[src/rtl/reg_file.sv]
// 32-entry register file: two combinational read ports, one synchronous write port, x0 reads 0.
// Define REG_FILE_BYPASS_EN to forward same-cycle write data to matching read ports.
module reg_file #(
    parameter int unsigned DATA_WIDTH = 32,
    parameter int unsigned ADDR_WIDTH = 5,
    parameter int unsigned NUM_REGS   = 32
) (
    input  logic                  clk,
    input  logic                  rst_n,
    input  logic                  reg_write,
    input  logic [ADDR_WIDTH-1:0] write_addr,
    input  logic [DATA_WIDTH-1:0] write_data,
    input  logic [ADDR_WIDTH-1:0] read_addr1,
    input  logic [ADDR_WIDTH-1:0] read_addr2,
    output logic [DATA_WIDTH-1:0] read_data1,
    output logic [DATA_WIDTH-1:0] read_data2
);

    // Entry 0 has no storage; its reads fall through to the zero default below.
    logic [DATA_WIDTH-1:0] regs [1:NUM_REGS-1];
    logic                  write_en;

    assign write_en = reg_write && (write_addr != '0);

    always_ff @(posedge clk or negedge rst_n) begin
        if (!rst_n) begin
            for (int unsigned i = 1; i < NUM_REGS; i++) begin
                regs[i] <= '0;
            end
        end else if (write_en) begin
            for (int unsigned i = 1; i < NUM_REGS; i++) begin
                if (write_addr == ADDR_WIDTH'(i)) begin
                    regs[i] <= write_data;
                end
            end
        end
    end

    always_comb begin
        read_data1 = '0;
        read_data2 = '0;
        for (int unsigned i = 1; i < NUM_REGS; i++) begin
            if (read_addr1 == ADDR_WIDTH'(i)) begin
                read_data1 = regs[i];
            end
            if (read_addr2 == ADDR_WIDTH'(i)) begin
                read_data2 = regs[i];
            end
        end
`ifdef REG_FILE_BYPASS_EN
        // write_en already excludes index 0, so x0 is never forwarded.
        if (rst_n && write_en) begin
            if (read_addr1 == write_addr) begin
                read_data1 = write_data;
            end
            if (read_addr2 == write_addr) begin
                read_data2 = write_data;
            end
        end
`endif
    end

endmodule

[config.mk]
export PLATFORM = sky130hd
export DESIGN_NAME = reg_file
export DESIGN_NICKNAME = d
export VERILOG_FILES = /design/src/rtl/reg_file.sv
export SDC_FILE = /design/constraint.sdc
export NUM_CORES = 2
export LEC_CHECK = 0
export CAP_MARGIN = 15
export CORE_MARGIN = 1.5
export CORE_UTILIZATION = 43
export DETAILED_ROUTE_END_ITERATION = 7
export HOLD_SLACK_MARGIN = 0.06
export SYNTH_ARGS = -nofsm -noshare
export SYNTH_HDL_FRONTEND = slang
export SYNTH_SLANG_ARGS = --single-unit
[constraint.sdc]
create_clock -name clk -period 2.7 [get_ports clk]
set_clock_uncertainty 0.1 [all_clocks]
set_input_delay 0.54 -clock clk [delete_from_list [all_inputs] [get_ports clk]]
set_output_delay 0.54 -clock clk [all_outputs]
set_load 0.05 [all_outputs]
# Word level (Yosys, flattened, before mapping)
# Cells that the tools add are included.
[word_totals]
n_memories = 0
rom_bits = 0
mem_bits_rw = 0
word_cells = 219
reg_bits = 992
latchBits = 0
input_bits = 50
output_inout_bits = 64
[op_classes]
magnitude_cmp = 0
n_bitwise = 0
n_mul = 0
muxes = 62
n_shift = 0
addsub = 0
div_mod_pow = 0
eq_ne = 93
reduce_logical = 33
[op_table]
columns = ["operator", "n"]
rows = [
  ["2-to-1 mux 32 bit", 62],
  ["== test 5 bit, second input constant", 48],
  ["== test 5 x 4 -> 1 bit, second input constant", 24],
  ["AND reduction 2 bit", 31],
  ["== test 5 x 3 -> 1 bit, second input constant", 12],
  ["== test 5 x 2 -> 1 bit, second input constant", 6],
  ["== test 5 x 1 -> 1 bit, second input constant", 3],
  ["nonzero test 5 bit", 1],
  ["logical AND 1 bit", 1],
]

# Logic depth before layout (Yosys ltp)
[logic_depth]
word_depth = 32
ltp_mapped = 12
depth_no_buf = 7

# Least setup slack after synthesis
# No wires, ideal clock.
[synth_path]
path_kind = "input to output"
from = "input read_addr1[1]"
to = "output read_data1[12]"
arrival_time_ps = 3149
path_stages = 8
path_buffers = 4
slack_ps = -1089
t_required_ps = 2060
cell_sequence = "buf_6 -> buf_6 -> buf_6 -> buf_4 -> o32ai_1 -> nor3_1 -> or4b_1 -> a221oi_1"
[synth_via]
elab_chain_len = 32
elab_cells_between_ends = 62
cone_classes = "eq/ne (31); mux (31)"
[synth_lines]
columns = ["item", "line", "rtl"]
rows = [
  ["start: declaration", "13", "input logic [ADDR_WIDTH-1:0] read_addr1,"],
  ["== test 5 x 1 -> 1 bit", "43", "if (read_addr1 == ADDR_WIDTH'(i)) begin"],
  ["2-to-1 mux 32 bit (30 in a row)", "43", ""],
  ["2-to-1 mux 32 bit *", "43", ""],
  ["end: declaration", "15", "output logic [DATA_WIDTH-1:0] read_data1,"],
]
# Every way passes the cells marked *; elsewhere a longest branch is shown, timed or not.

# Final worst setup path
[layout_path]
from = "register regs[928] (netlist name)"
to = "output read_data2[0]"
[layout_via]
elab_chain_len = 30
[layout_lines]
columns = ["item", "line", "rtl"]
rows = [
  ["start: declaration", "20", "logic [DATA_WIDTH-1:0] regs [1:NUM_REGS-1];"],
  ["start signal: indexed assignment", "33", "regs[i] <= write_data;"],
  ["2-to-1 mux 32 bit (30 in a row)", "46", "if (read_addr2 == ADDR_WIDTH'(i)) begin"],
  ["end: declaration", "16", "output logic [DATA_WIDTH-1:0] read_data2"],
]
# Every way passes these cells.

==> results.toml <==
[worst_setup_path]
cp_cell_sequence = "mux2_4, a221oi_2, o311a_1, nor3_2, o31ai_4, a31oi_2, a221o_2, buf_8"
crit_arrival_ps = 3210
startpoint = "regs[928]"
path_depth = 8
cp_slowest_stage_delay_ps = 490
critPathRequiredTime_ps = 2060
path_buf_inv = 1
worstPathMaxFanout = 2
cp-end-kind = "primary output"
r2r-end = "regs[928]"
rr_worst_depth = 3
critPathSlowestCell = "o31ai_4"
cp-endpoint = "read_data2[0]"
r2r_setup_slack_ps = 1540
setup.worst_path.start_class = "flop"
r2r_start = "regs[928]"
setup.worst_path.class = "flop to primary output"
cp_top_family = "compound AO/OA/AOI/OAI gates"

[global_route]
first_global_vias = 56790
antenna_found_initial = 15
grt-ovfl-total = 0
grt_pass1_wl_um = 468400
grt_max_degree = 84
gr-usage-all-layers_pct = 51.08

[timing]
rsz0062_at_grt = "true"
holdWs_ps = 254.3
maxSlewHeadroom_pct = 36.68
hold_violations = 0
tightest_slew_ps = 942.5
drv_slew = 0
finalCritPeriodShare_pct = 142.4
setup_viol = 64
setup_slack_ps = -1145
min_period_ps = 3845
max_freq_mhz = 260.1
fin_setup_tns_ps = -55100

[finish]
seqCellArea_mm2 = 0.02483
syn_to_final_growth_pct = 51.66
fillers = 10110
largest_reg_flops = 992
nNetsFinal = 6773
multiInputGateArea_mm2 = 0.03409
reg.largest.list = "regs: 992 flops"
regMostFlops = "regs"
fin_cells = 8565
drive_gt1_share_pct = 56.80

[clock_tree]
cts_inserted_buffers = 115
path_clk_slew_ps = 60
cts_tree = "done"
cts-root-buf = "clkbuf_16"
clk_path_buf_depth = 3
htreeDepth = 3
clkSinkCount = 992
clk_latency_ps = 780

[synth]
synth_mux_area_share_pct = 24.02
synthXorXnorAreaFrac_pct = 0
synth_fp_nets = 5320
synthTopCellsByArea = "dfrtp_1 45%, mux2_2 21%, o21ai_0 3.5%, a21oi_1 3.1%, mux2i_1 2.8%"
synth_edf_count = 0
synth_top_family_by_area = "multiplexers"
synth-seq-area-share_pct = 44.51
synth-compound-area-share_pct = 18.85
ys_seq_elements = 992
synth.distinct_cells = 92
synth-main-ff-cell = "dfrtp_1"
synth_area_per_cell_um2 = 10.58
yosysTopAreaCellShare_pct = 44.51
synthAdderAreaFrac_pct = 0
synth_area_mm2 = 0.05577
synth-simple-area-share_pct = 8.038
synth_warnings = 0
synthArstFlopShare_pct = 100.0
synth_top_area_cell = "dfrtp_1"
synth_cells = 5270

[detailed_routing]
vias = 59210
drc = 1
ant_nets = 0
totalWireLength_um = 345700
firstDrtPassIters = 8
post_drt_wl_per_cell_um = 40.36
vias_per_cell = 6.913
drt-initial-drc-count = 9041

[floorplan]
start_util_pct = 43.51
die_w_um = 363.1
dieArea_mm2 = 0.1319
design.core.area_mm2 = 0.1282
ios = 114
die_height_um = 363.1
fp-row-count = 131

[placement]
place_ws_ps = -1475
place_inst = 8029
globalplace.congestion = 1.064
dp_hpwl_um = 250100
io_buffers = 113

[power_and_ir_drop]
p_total_w = 0.05173
powerDensity_mw_per_mm2 = 611.6
power.leakage_nw = 37.40
ir_worst_vdd_v = 0.0006959

[job]
maxCapViolCount = 0

[outcome]
violations = "design-rule violations, negative setup slack"
status = "finished with violations"

[min_path]
holdCritPathClass = "input pin to asynchronous set/reset pin"
==> how the worst min path moves through the flow <==
stage	end	startpoint	cells after the start	slack [ps]
6_report	regs[511]	rst_n	2	250
5_1_grt	regs[593]	rst_n	2	250
4_1_cts	regs[511]	rst_n	2	230
3_5_place_dp	regs[411]	regs[411]	1	400
3_3_place_gp	regs[713]	regs[713]	1	390
2_1_floorplan	regs[0]	rst_n	0	140
==> what timing repair did <==
action                                 in CTS  in global routing
endpoints found under the hold margin     186                  0
buffers inserted                          242                113
cloned                                     16                  3
hold buffers                                1                  0
pin swaps                                 320                260
gates resized for setup                  1097                364
setup endpoints to repair                  64                 64
==> worst reg2reg max path, delay by kind of cell (launching register included) <==
| family | cells | cell delay, ps |
|---|---|---|
| flip-flops | 1 | 440 |
| multiplexers | 1 | 260 |
| buffers and inverters | 2 | 250 |
==> cells in the mapped netlist (82+ instances only) <==
cell / n
a21oi_1: 351
a22oi_1: 82
buf_2: 174
clkbuf_1: 226
dfrtp_1: 992
mux2_2: 1034
mux2i_1: 156
nand2_1: 279
nor2_1: 292
o21ai_0: 385
o22ai_1: 180
==> logic make-up after synthesis <==
family          Yosys count
compound gates         1611
buf+inv                 537
flops                   992
mux                    1200
simple gates            930
==> placed cells by master (no fill, tap or decap), types with 30 or more instances in the layout <==
| cell type | Yosys | layout |
|---|---|---|
| a211oi_2 | 1 | 30 |
| mux2_2 | 1034 | 1027 |
| buf_12 | 0 | 252 |
| buf_8 | 0 | 87 |
| o21ai_2 | 0 | 34 |
| clkdlybuf4s50_1 | 0 | 38 |
| o21ai_1 | 6 | 67 |
| o21ai_0 | 385 | 265 |
| nand2_2 | 1 | 41 |
| clkbuf_16 | 0 | 119 |
| o22ai_2 | 0 | 34 |
| buf_6 | 20 | 258 |
| nor3_1 | 64 | 33 |
| a221oi_2 | 2 | 42 |
| nor2_4 | 2 | 68 |
| a21oi_2 | 0 | 50 |
| buf_4 | 46 | 1193 |
| nor2_1 | 292 | 207 |
| nand3_1 | 76 | 59 |
| a21oi_1 | 351 | 272 |
| mux2i_1 | 156 | 152 |
| o211ai_1 | 44 | 44 |
| clkbuf_8 | 0 | 31 |
| dfrtp_1 | 992 | 986 |
| o22ai_1 | 180 | 129 |
| o221ai_1 | 66 | 43 |
| a31oi_1 | 64 | 44 |
| nor2_2 | 13 | 32 |
| nand2_1 | 279 | 206 |
| a22oi_1 | 82 | 57 |
==> where the power goes <==
| part | total, W | switching, W | internal, W | leakage (nW) |
|---|---|---|---|---|
| Sequential | 0.0210 | 0.00318 | 0.0178 | 12.7 |
| Combinational | 0.0138 | 0.00710 | 0.00672 | 22.8 |
| Clock | 0.0169 | 0.00718 | 0.00976 | 1.94 |
| Total | 0.0517 | 0.0175 | 0.0343 | 37.4 |
==> per-stage QoR <==
| step | area [um2] | utilization, % |
|---|---|---|
| 6_report | 84580 | 65.99 |
| 4_1_cts | 82340 | 64.24 |
| 3_5_place_dp | 71030 | 55.42 |
| 3_3_place_gp | 71030 | 55.42 |
| 2_1_floorplan | 57850 | - |
| 5_1_grt | 84540 | 65.96 |
==> per-layer routing <==
layer / share of wire [%] / track usage (%) / up-vias
met4: 9.1 / 35.70 / 10
met5: 0.027 / 0 / -
met1: 37 / 64.79 / 29940
met3: 13 / 17.01 / 1439
li1: - / - / 22910
met2: 41 / 73.11 / 4917
==> cell type report <==
| cell class | count | area share (%) |
|---|---|---|
| tap | 1729 | 2.558 |
| sequential | 992 | 29.36 |
| inverter | 16 | 0.08728 |
| multi-input combinational | 3741 | 40.31 |
| timing repair buffer | 1857 | 22.89 |
| clock inverter | 50 | 0.7707 |
| clock buffer | 164 | 3.987 |
| antenna | 16 | 0.04734 |
No activity file was read; power rests on OpenSTA's default activity.
